## src/rtl/mips16_pkg.sv

```systemverilog
// Shared defaults and types for the MIPS-16b fetch pipeline.
package mips16_pkg;

    localparam int          DEF_AW         = 32;
    localparam int          DEF_IW         = 32;
    localparam int          DEF_CNT_W      = 16;
    localparam int          DEF_ALIGN_BITS = 2;
    localparam logic [31:0] DEF_INC_VAL    = 32'd4;
    localparam logic [31:0] DEF_RESET_PC   = 32'd0;
    localparam logic [31:0] DEF_NOP_INSTR  = 32'd0;

    // What the PC register does this cycle.
    typedef enum logic [1:0] {
        FA_ADVANCE  = 2'd0,
        FA_HOLD     = 2'd1,
        FA_REDIRECT = 2'd2
    } fetch_act_e;

endpackage

```

## src/rtl/if_stage_pipe_pc_incr.sv

```systemverilog
// Constant-increment PC adder; carry-out is exposed but wrap-around is the intended behaviour.
module pc_incr #(
    parameter int             AW      = 32,
    parameter logic [AW-1:0]  INC_VAL = AW'(4)
) (
    input  logic [AW-1:0] pc,
    output logic [AW-1:0] pc_next,
    output logic          cout
);

    assign {cout, pc_next} = {1'b0, pc} + {1'b0, INC_VAL};

endmodule

```

## src/rtl/if_stage_pipe.sv

```systemverilog
// Instruction-fetch stage: PC register, IF/ID pipeline register, fetch counter, misalignment flag.
module if_stage_pipe
    import mips16_pkg::*;
#(
    parameter int            AW         = DEF_AW,
    parameter int            IW         = DEF_IW,
    parameter logic [AW-1:0] INC_VAL    = AW'(DEF_INC_VAL),
    parameter logic [AW-1:0] RESET_PC   = AW'(DEF_RESET_PC),
    parameter logic [IW-1:0] NOP_INSTR  = IW'(DEF_NOP_INSTR),
    parameter int            CNT_W      = DEF_CNT_W,
    parameter int            ALIGN_BITS = DEF_ALIGN_BITS
) (
    input  logic             clk,
    input  logic             rst_n,
    input  logic             stall,
    input  logic             flush,
    input  logic             redirect_valid,
    input  logic [AW-1:0]    redirect_pc,
    output logic [AW-1:0]    imem_addr,
    input  logic [IW-1:0]    imem_rdata,
    output logic [IW-1:0]    if_id_instr,
    output logic [AW-1:0]    if_id_pc,
    output logic [AW-1:0]    if_id_pc_inc,
    output logic             if_id_valid,
    output logic             misalign_err,
    output logic [CNT_W-1:0] fetch_count
);

    localparam logic [AW-1:0]    ALIGN_MASK = AW'((64'd1 << ALIGN_BITS) - 64'd1);
    localparam logic [CNT_W-1:0] CNT_MAX    = '1;

    logic [AW-1:0]    pc_q, pc_d, pc_next;
    logic             pc_cout_unused;
    logic [IW-1:0]    instr_q, instr_d;
    logic [AW-1:0]    ifpc_q, ifpc_d;
    logic [AW-1:0]    ifpc_inc_q, ifpc_inc_d;
    logic             valid_q, valid_d;
    logic             err_q, err_d;
    logic [CNT_W-1:0] cnt_q, cnt_d;
    fetch_act_e       act;

    pc_incr #(
        .AW      (AW),
        .INC_VAL (INC_VAL)
    ) u_pc_incr (
        .pc      (pc_q),
        .pc_next (pc_next),
        .cout    (pc_cout_unused)
    );

    always_comb begin
        act = FA_ADVANCE;
        if (redirect_valid) begin
            act = FA_REDIRECT;
        end else if (stall) begin
            act = FA_HOLD;
        end
    end

    always_comb begin
        pc_d       = pc_q;
        instr_d    = instr_q;
        ifpc_d     = ifpc_q;
        ifpc_inc_d = ifpc_inc_q;
        valid_d    = valid_q;
        err_d      = err_q;
        cnt_d      = cnt_q;

        case (act)
            FA_REDIRECT: begin
                pc_d  = redirect_pc & ~ALIGN_MASK;
                err_d = err_q | (|(redirect_pc & ALIGN_MASK));
            end
            FA_ADVANCE:  pc_d = pc_next;
            default:     pc_d = pc_q;
        endcase

        // A redirect squashes the in-flight fetch exactly like a flush does.
        if (act == FA_REDIRECT || flush) begin
            instr_d = NOP_INSTR;
            valid_d = 1'b0;
        end else if (act == FA_ADVANCE) begin
            instr_d    = imem_rdata;
            ifpc_d     = pc_q;
            ifpc_inc_d = pc_next;
            valid_d    = 1'b1;
            if (cnt_q != CNT_MAX) begin
                cnt_d = cnt_q + CNT_W'(1);
            end
        end
    end

    always_ff @(posedge clk) begin
        if (!rst_n) begin
            pc_q       <= RESET_PC;
            instr_q    <= NOP_INSTR;
            ifpc_q     <= '0;
            ifpc_inc_q <= '0;
            valid_q    <= 1'b0;
            err_q      <= 1'b0;
            cnt_q      <= '0;
        end else begin
            pc_q       <= pc_d;
            instr_q    <= instr_d;
            ifpc_q     <= ifpc_d;
            ifpc_inc_q <= ifpc_inc_d;
            valid_q    <= valid_d;
            err_q      <= err_d;
            cnt_q      <= cnt_d;
        end
    end

    assign imem_addr    = pc_q;
    assign if_id_instr  = instr_q;
    assign if_id_pc     = ifpc_q;
    assign if_id_pc_inc = ifpc_inc_q;
    assign if_id_valid  = valid_q;
    assign misalign_err = err_q;
    assign fetch_count  = cnt_q;

endmodule
```

## config.mk

```make
export PLATFORM = sky130hd
export DESIGN_NAME = if_stage_pipe
export DESIGN_NICKNAME = d
export VERILOG_FILES = /design/src/rtl/mips16_pkg.sv /design/src/rtl/if_stage_pipe_pc_incr.sv /design/src/rtl/if_stage_pipe.sv
export SDC_FILE = /design/constraint.sdc
export NUM_CORES = 1
export LEC_CHECK = 0
export BUFFER_PORTS_ARGS = -buffer_cell sky130_fd_sc_hd__buf_2
export CORE_MARGIN = 1.5
export CORE_UTILIZATION = 45
export DETAILED_ROUTE_END_ITERATION = 12
export PLACE_DENSITY = 0.72
export SETUP_SLACK_MARGIN = 0.3
export SYNTH_ARGS = -nofsm -noshare
export SYNTH_HDL_FRONTEND = slang
export SYNTH_SLANG_ARGS = --single-unit
```

## constraint.sdc

```tcl
create_clock -name clk -period 1.5 [get_ports clk]
set_input_delay 0.15 -clock clk [delete_from_list [all_inputs] [get_ports clk]]
set_output_delay 0.15 -clock clk [all_outputs]
set_load 0.01 [all_outputs]
```

### Word level (Yosys, flattened, before mapping)

Index checks and enable logic that the tools add are counted.

* output and inout port bits: 146
* logic and storage cells: 24
* register bits: 146

* reductions and logical operators: 7
* muxes and demuxes: 3
* $add $sub $neg: 2
* equality and inequality tests: 2
* bitwise operators: 3

Operator list (number)
* $pmux 32 s2: 1
* $add 32x3->32 const B: 1
* $add 16x1->16 const B: 1
* $ne 16x16->1 const B: 1
* $reduce_or 2->1: 2
* $reduce_and 3->1: 1
* $eq 2x2->1 const B: 1
* $logic_not 2->1: 1
* $mux 2: 1
* $not 1->1: 2
* $reduce_and 2->1: 1
* $reduce_bool 2->1: 1
* $logic_or 1x1->1: 1
* $mux 1: 1
* $or 1x1->1: 1

### Longest topological paths before layout

Gate-level depths: netlist (run 1).

* depth in word-level cells: 6
* depth in mapped cells: 8

### Cells and area by module

A second synthesis (run 1) with hierarchy kept.

* cell total of the unflattened synthesis: 754
* area total of the unflattened synthesis: 6117.1 um^2

Modules (own cells, without submodules)
* if_stage_pipe: area each 5530.3 um^2, cells an instance 671, times used 1, sequential area each 2922.8 um^2
* pc_incr: area each 586.8 um^2, cells an instance 83, times used 1, sequential area each 0.0 um^2

### Worst setup path after synthesis (run 1)

No wires, ideal clock.

* path kind: reg2reg
* start: reg pc_q[5] (netlist: imem_addr[5])
* end: reg ifpc_inc_q[29] (netlist: if_id_pc_inc[29])
* buffers on the path: 1
* arrival: 1644 ps
* cell stages (with the launch flop): 7
* path slack: -273 ps
* cell sequence: dfxtp_1 > buf_2 > nand4_2 > or4_1 > nor4_2 > xnor2_1 > a21oi_2

* word-level cells in the longest chain between the ends: 1

Ends and longest elaborated chain
* start, declared: line if_stage_pipe.sv:32 `logic [AW-1:0] pc_q, pc_d, pc_next;`
* start signal, assigned: line if_stage_pipe.sv:103 `pc_q <= pc_d;`
* $add 32x3->32: line if_stage_pipe_pc_incr.sv:11 `assign {cout, pc_next} = {1'b0, pc} + {1'b0, INC_VAL};`
* end signal, assigned: line if_stage_pipe.sv:106 `ifpc_inc_q <= ifpc_inc_d;`
* end, declared: line if_stage_pipe.sv:36 `logic [AW-1:0] ifpc_inc_q, ifpc_inc_d;`

Every way passes these cells.
A chain may end at the register's enable or synchronous reset.

### Final worst setup path (run 1)

* start: reg pc_q[14] (netlist: imem_addr[14])
* end: reg pc_q[31] (netlist: imem_addr[31])

* word-level cells in the longest chain between the ends: 2

Ends and longest elaborated chain
* $add 32x3->32: line if_stage_pipe_pc_incr.sv:11
* $pmux 32 s2: line if_stage_pipe.sv:69 `case (act)`

Every way passes these cells.

==> qor.csv, run 1 <==
stage;metric;value;unit
pwr;p_leak;4.932;nW
outcome;violations;setup timing;
cts;cts_buffers;17;
setup_path;crit_required;1.86;ns
layout;num-fill-cells;684;
floorplan;row_count;42;
synthesis;synth_area_leaders;dfxtp_1, nand2_1, a21oi_1;
global_routing;use_met1;35.32;%
global_routing;gr-total-overflow;0;
min_path;hold_class;in2reg;
global_routing;grt_antenna_before_repair;0;
sta;setup_slack;-0.3417;ns
layout;multi_input_area;3941;µm²
cts;path_clk_slew;0.07;ns
synthesis;synth.area.mux_share;0.6483;%
cts;clock_sinks;140;
routing;drc;0;
sta;setup_viol;52;
sta;slew_violations;0;
cts;cts-root-buf;clkbuf_16;
synthesis;syn_area;6176;µm²
layout;fin_nets;1227;
setup_path;critPathLaunchType;flop;
setup_path;worstPathCellList;nand4_4 -> nor4_4 -> nand4_1 -> or3_1 -> a31oi_1;
routing;via_per_inst;5.650;
sta;slew_headroom;59.70;%
synthesis;async_flop_share;0;%
floorplan;core;13300;µm²
layout;utilization;84.03;%
synthesis;synth-simple-area-share;24.74;%
routing;drt_wl_total;26840;µm
pwr;peakVddDrop;0.8998;mV
synthesis;synth-compound-area-share;14.73;%
synthesis;synth_seq_cells;140;
sta;timing.fmax;543.0;MHz
synthesis;yosysWarnings;0;
synthesis;synth-seq-area-share;45.38;%
sta;post-route-period-util;122.8;%
sta;period_needed;1.842;ns
cts;cts_buffer_depth;2;
synthesis;yosys.area.top_type;dfxtp_1;
layout;regArea;2930;µm²
routing;drtIter0Drc;557;
cts;cts_tree;built;
synthesis;synth_enable_flop_cells;0;
sta;rsz0062_at_grt;yes;
synthesis;synth_top_area_share;45.38;%
global_routing;track_usage;30.89;%
cts;clkLatencyLatePin;0.45;ns
floorplan;die_h;120.2;µm
job;drv_cap;0;
setup_path;cpMaxStageDelayCell;nor4_4;
setup_path;cp_max_fo;3;
placement;hpwl;12980;µm
sta;skew;0.01695;ns
layout;diodes;0;
floorplan;initial_utilization;46.45;%
floorplan;die_area;14440;µm²
global_routing;busiest_layer;met2;
setup_path;worst-setup-path-type;reg2reg;
placement;port_buffers;208;
setup_path;critPathCaptureType;flop;
layout;area_growth_syn_to_layout;80.90;%
synthesis;synth_top_family_by_area;simple AND/OR/NAND/NOR gates;
outcome;outcome;finished with violations;
global_routing;first_global_vias;6942;
global_routing;grt_util_met3;7.985;%
pwr;p_per_area;858.6;nW/µm²
setup_path;arrival;2.20;ns
synthesis;ys_dominant_reg_cell;dfxtp_1;
synthesis;post_synth_inst_count;765;
synthesis;synth.distinct_cells;46;
global_routing;met2_usage;53.54;%
placement;gp_congestion;0.8783;
routing;wl_per_cell;19.97;µm
sta;setup_tns;-6.812;ns
cts;ctsHtreeMaxLevel;4;
layout;drive_above_1_share;49.66;%
synthesis;syn_area_per_cell;8.073;µm²
routing;dr_total_vias;7594;
synthesis;synthAdderAreaFrac;0.4052;%
synthesis;synth_common_cells;nand2_1, dfxtp_1, a21oi_1;
sta;hold_viol;0;
synthesis;yosysMostFrequentCell;nand2_1;
routing;drtPass1Iterations;5;
floorplan;die_x;120.2;µm
setup_path;cp_slowest_stage_delay;0.41;ns
sta;tightestPinTransition;0.6044;ns
global_routing;grt_max_degree;67;
synthesis;synthXorXnorAreaFrac;8.793;%
routing;ant_nets;0;
global_routing;grt_pass1_wl;34940;µm
floorplan;ioPinCount;215;
[repair_timing]
item                       CTS  global route
hold buffers                47             0
hold endpoints to repair    47             0
buffers inserted            46            47
gates resized for setup    139           109
pin swaps                   70            73
setup endpoints to repair   94           108
cloned                       2             0
[placed cells by master, fill, tap and decap left out, types with 10 or more instances in the layout]
master and n:
buf_12 10, nor2_1 41, xnor2_1 27, dfxtp_1 96, dfxtp_2 15, clkbuf_16 19, dlygate4sd3_1 47, xor2_1 25
a21oi_1 104, nor4_4 15, nand3_2 10, nand2_1 141, buf_6 110, buf_4 87, nand4_1 15, nor3_4 15
dfxtp_4 29, o21ai_0 43, buf_2 178
[final cells by class]
class	count	share of cell area [%]
Tap cell	176	1.971
Inverter	7	0.2352
Multi-Input combinational cell	557	35.28
Sequential cell	140	26.23
Clock inverter	11	0.9520
Timing Repair Buffer	433	31.04
Clock buffer	20	4.289
[cell families after synthesis]
family / after synthesis
simple gates: 309
compound gates: 172
flops: 140
buf+inv: 75
xor+xnor: 62
mux: 4
fa+ha+maj: 2
other cells: 1
[sequential cells by signal, indices dropped and copies added, names as in the netlist]
| register | cells |
|---|---|
| if_id_instr | 32 |
| if_id_pc | 30 |
| if_id_pc_inc | 30 |
| imem_addr | 30 |
| fetch_count | 16 |
| if_id_valid | 1 |
| misalign_err | 1 |
[worst max-delay path, delay by kind of cell (launching register included)]
kind / cells / cell delay [ns]
AND/OR/NAND/NOR: 4 / 1.22
flip-flops: 1 / 0.38
AO/OA/AOI/OAI: 1 / 0.16
[metal layers]
layer | vias up | share of wire [%] | wire length [µm]
li1 | 3385 | - | -
met1 | 3603 | 36 | 9690
met2 | 464 | 50 | 13550
met4 | 0 | 5.5 | 1488
met3 | 142 | 7.9 | 2110
met5 | - | 0 | 0
[through the flow]
stage	cells	total power, W	area (µm²)	hold slack (ns)	worst slack [ns]
after floorplan	770	0.004565	6711	0.2860	-0.1687
after global placement	1171	0.004971	8278	0.3806	-0.1078
after detailed placement	1171	0.004986	8278	0.3874	-0.1670
after CTS	1297	0.009363	10330	0.004152	-0.09566
after global routing	1344	0.009833	11170	0.02969	-0.3480
final	1344	0.009593	11170	0.01769	-0.3417
[path summary, 6_finish.rpt]
path | startpoint | to | slack [ns] | depth (start not counted)
setup / recovery | imem_addr[14]$_SDFFE_PN0P_ | imem_addr[31]$_SDFFE_PN0P_ | -0.34 | 5
hold / removal | redirect_pc[10] | imem_addr[10]$_SDFFE_PN0P_ | 0.02 | 3
setup reg to reg | imem_addr[14]$_SDFFE_PN0P_ | imem_addr[31]$_SDFFE_PN0P_ | -0.34 | 5
hold reg to reg | if_id_pc[8]$_SDFFE_PN0P_ | if_id_pc[8]$_SDFFE_PN0P_ | 0.45 | 2
[power by group]
part / leakage (nW) / switching (W) / internal, W / total, W
clock: 0.288 / 0.00175 / 0.00248 / 0.00424
combinational: 3.48 / 0.000713 / 0.000694 / 0.00141
sequential: 1.17 / 0.000124 / 0.00382 / 0.00395
(Power assumes the default switching activity.)
==> inputs of run 2 (changes only) <==
PLACE_DENSITY = 0.69   (was 0.72)
clock period = 1.9 ns   (was 1.5 ns; I/O delays follow)
==> run 2 against run 1 <==
Against the previous run:
- the flow now finishes without violations
- highest routed layer unchanged
- via count decreased by 16%
- utilization down 17 points
- global-route usage decreased by 4.8 points
- fmax increased by 13%
- largest power group unchanged
- flip-flop and latch count stayed put
- die area stayed put
- critical path depth is the same
==> qor.csv, run 2 (synthesis gave the netlist of run 1 again) <==
stage;metric;value;unit;change
layout;final_common_cell;buf_2;;unchanged
cts;clock_sinks;140;;unchanged
floorplan;core;13300;µm²;unchanged
global_routing;track_usage;26.13;%;was 30.89%
routing;ant_nets;0;;unchanged
floorplan;die_x;120.2;µm;unchanged
sta;period_needed;1.624;ns;was 1.842 ns
setup_path;arrival;1.93;ns;was 2.20 ns
setup_path;cp_max_fo;6;;was 3
sta;setup_slack;0.2758;ns;was -0.3417 ns
sta;setup_viol;0;;was 52
layout;drive_above_1_share;36.91;%;was 49.66%
pwr;p_per_area;837.8;nW/µm²;was 858.6 nW/µm²
sta;post-route-period-util;85.49;%;was 122.8%
placement;gp_congestion;0.8137;;was 0.8783
placement;port_buffers;208;;unchanged
placement;placed_cells;1124;;was 1171
routing;drc;0;;unchanged
cts;cts_buffers;17;;unchanged
layout;largest_reg_flops;32;;unchanged
pwr;power;0.007511;W;was 0.009593 W
pwr;peakVddDrop;0.6007;mV;was 0.8998 mV
sta;rsz0062_at_grt;yes;;unchanged
setup_path;crit_required;2.21;ns;was 1.86 ns
layout;multi_input_area;3357;µm²;was 3941 µm²
cts;cts_buffer_depth;2;;unchanged
layout;regArea;2877;µm²;was 2930 µm²
pwr;comb_power_share;10.3;%;was 14.7%
global_routing;grt_pass1_wl;29870;µm;was 34940 µm
pwr;p_leak;3.840;nW;was 4.932 nW
setup_path;critPathCaptureType;flop;;unchanged
pwr;p_sw_share;23.71;%;was 27.01%
pwr;switching_power;0.001781;W;was 0.002591 W
layout;design_area;8965;µm²;was 11170 µm²
routing;dr_total_vias;6341;;was 7594
setup_path;critPathLaunchType;flop;;unchanged
floorplan;initial_utilization;46.45;%;unchanged
layout;stdcell_count;1212;;was 1344
layout;num-fill-cells;1096;;was 684
global_routing;first_global_vias;5944;;was 6942
cts;clkLatencyLatePin;0.43;ns;was 0.45 ns
layout;fin_nets;1093;;was 1227
routing;drt_wl_total;18930;µm;was 26840 µm
cts;cts-root-buf;clkbuf_16;;unchanged
pwr;clkPwrFrac;48.1;%;was 44.2%
placement;place_area;7581;µm²;was 8278 µm²
routing;drtIter0Drc;503;;was 557
setup_path;worst-setup-path-type;reg2reg;;unchanged
pwr;p_int;0.005730;W;was 0.007002 W
routing;via_per_inst;5.232;;was 5.650
sta;slew_violations;0;;unchanged
layout;area_growth_syn_to_layout;45.16;%;was 80.90%
sta;hold_viol;0;;unchanged
layout;layout_common_cells;buf_2, nand2_1, dfxtp_1;;was buf_2, nand2_1, buf_6
cts;path_clk_slew;0.06;ns;was 0.07 ns
job;drv_cap;0;;unchanged
pwr;sequentialPowerShare;41.6;%;was 41.2%
min_path;hold_class;in2reg;;unchanged
sta;skew;0.01507;ns;was 0.01695 ns
global_routing;grt_antenna_before_repair;1;;was 0
sta;setup_tns;0;ns;was -6.812 ns
global_routing;gr-total-overflow;0;;unchanged
placement;hpwl;12480;µm;was 12980 µm
routing;wl_per_cell;15.61;µm;was 19.97 µm
outcome;outcome;finished, final reports clean;;was finished with violations
routing;drtPass1Iterations;5;;unchanged
floorplan;row_count;42;;unchanged
global_routing;grt_max_degree;89;;was 67
floorplan;die_area;14440;µm²;unchanged
sta;timing.fmax;615.7;MHz;was 543.0 MHz
floorplan;die_h;120.2;µm;unchanged
placement;place_ws;0.1827;ns;was -0.1670 ns
floorplan;ioPinCount;215;;unchanged
cts;ctsHtreeMaxLevel;4;;unchanged
cts;cts_tree;built;;unchanged
## run 2: cell count changes in the layout (fill, tap and decap cells not counted), sizes merged, moves of 4 or more
cell	before	now
bufinv	1	5
dlygate4sd3	47	28
buf	386	273
inv	11	7
## run 2: metal layers
metal / routed length (µm) / vias up / track usage [%] / share of wire [%]
met2: 9095 / 219 / 41.57 / 48
li1: - / 3115 / - / -
met5: 0 / - / 0 / 0
met4: 328 / 0 / 9.152 / 1.7
met1: 8334 / 2978 / 34.36 / 44
met3: 1168 / 29 / 6.702 / 6.2
## run 2: worst max-delay path, stage by stage, from the launching register on
cell     delay [ns]
dfxtp_4        0.37
nand4_4        0.15
or3_4          0.50
nor4_4         0.25
xnor2_1        0.14
a21oi_1        0.08
## run 2: final cells by class
| cell class | instances | share of cell area [%] |
|---|---|---|
| Tap cell | 176 | 2.456 |
| Inverter | 7 | 0.2931 |
| Sequential cell | 140 | 32.09 |
| Clock buffer | 20 | 4.983 |
| Antenna cell | 1 | 0.02791 |
| Multi-Input combinational cell | 555 | 37.45 |
| Clock inverter | 12 | 2.163 |
| Timing Repair Buffer | 301 | 20.54 |
## run 2: power by group through the flow
stage / sequential, W / clock, W / combinational, W
after global placement: 0.00321 / 0 / 0.000656
after global routing: 0.00314 / 0.00379 / 0.000844
after detailed placement: 0.00321 / 0 / 0.000658
after floorplan: 0.00323 / 0 / 0.000365
final: 0.00313 / 0.00361 / 0.000772
after CTS: 0.00313 / 0.00365 / 0.000744
## run 2: path summary, 6_finish.rpt
check,startpoint,end,slack [ns],depth (start not counted)
worst max register to register,imem_addr[15]$_SDFFE_PN0P_,imem_addr[30]$_SDFFE_PN0P_,0.28,5
worst max-delay path,imem_addr[15]$_SDFFE_PN0P_,imem_addr[30]$_SDFFE_PN0P_,0.28,5
worst min-delay path,imem_rdata[4],if_id_instr[4]$_SDFFE_PP0P_,0.02,3
worst min register to register,misalign_err$_SDFFE_PN0P_,misalign_err$_SDFFE_PN0P_,0.45,2
## run 2: what timing repair did
action / in CTS / in global routing
hold buffers: 28 / 0
setup endpoints to repair: 26 / 39
pin swaps: 3 / 13
buffers inserted: 11 / 16
endpoints found under the hold margin: 28 / 0
resized for setup: 21 / 39
## run 2: per-stage QoR
step	hold WS, ns	util [%]
3_5_place_dp	0.4303	57.02
6_report	0.01568	67.43
3_3_place_gp	0.4293	57.02
5_1_grt	0.002267	67.43
4_1_cts	0.001046	65.17
2_1_floorplan	0.3260	-
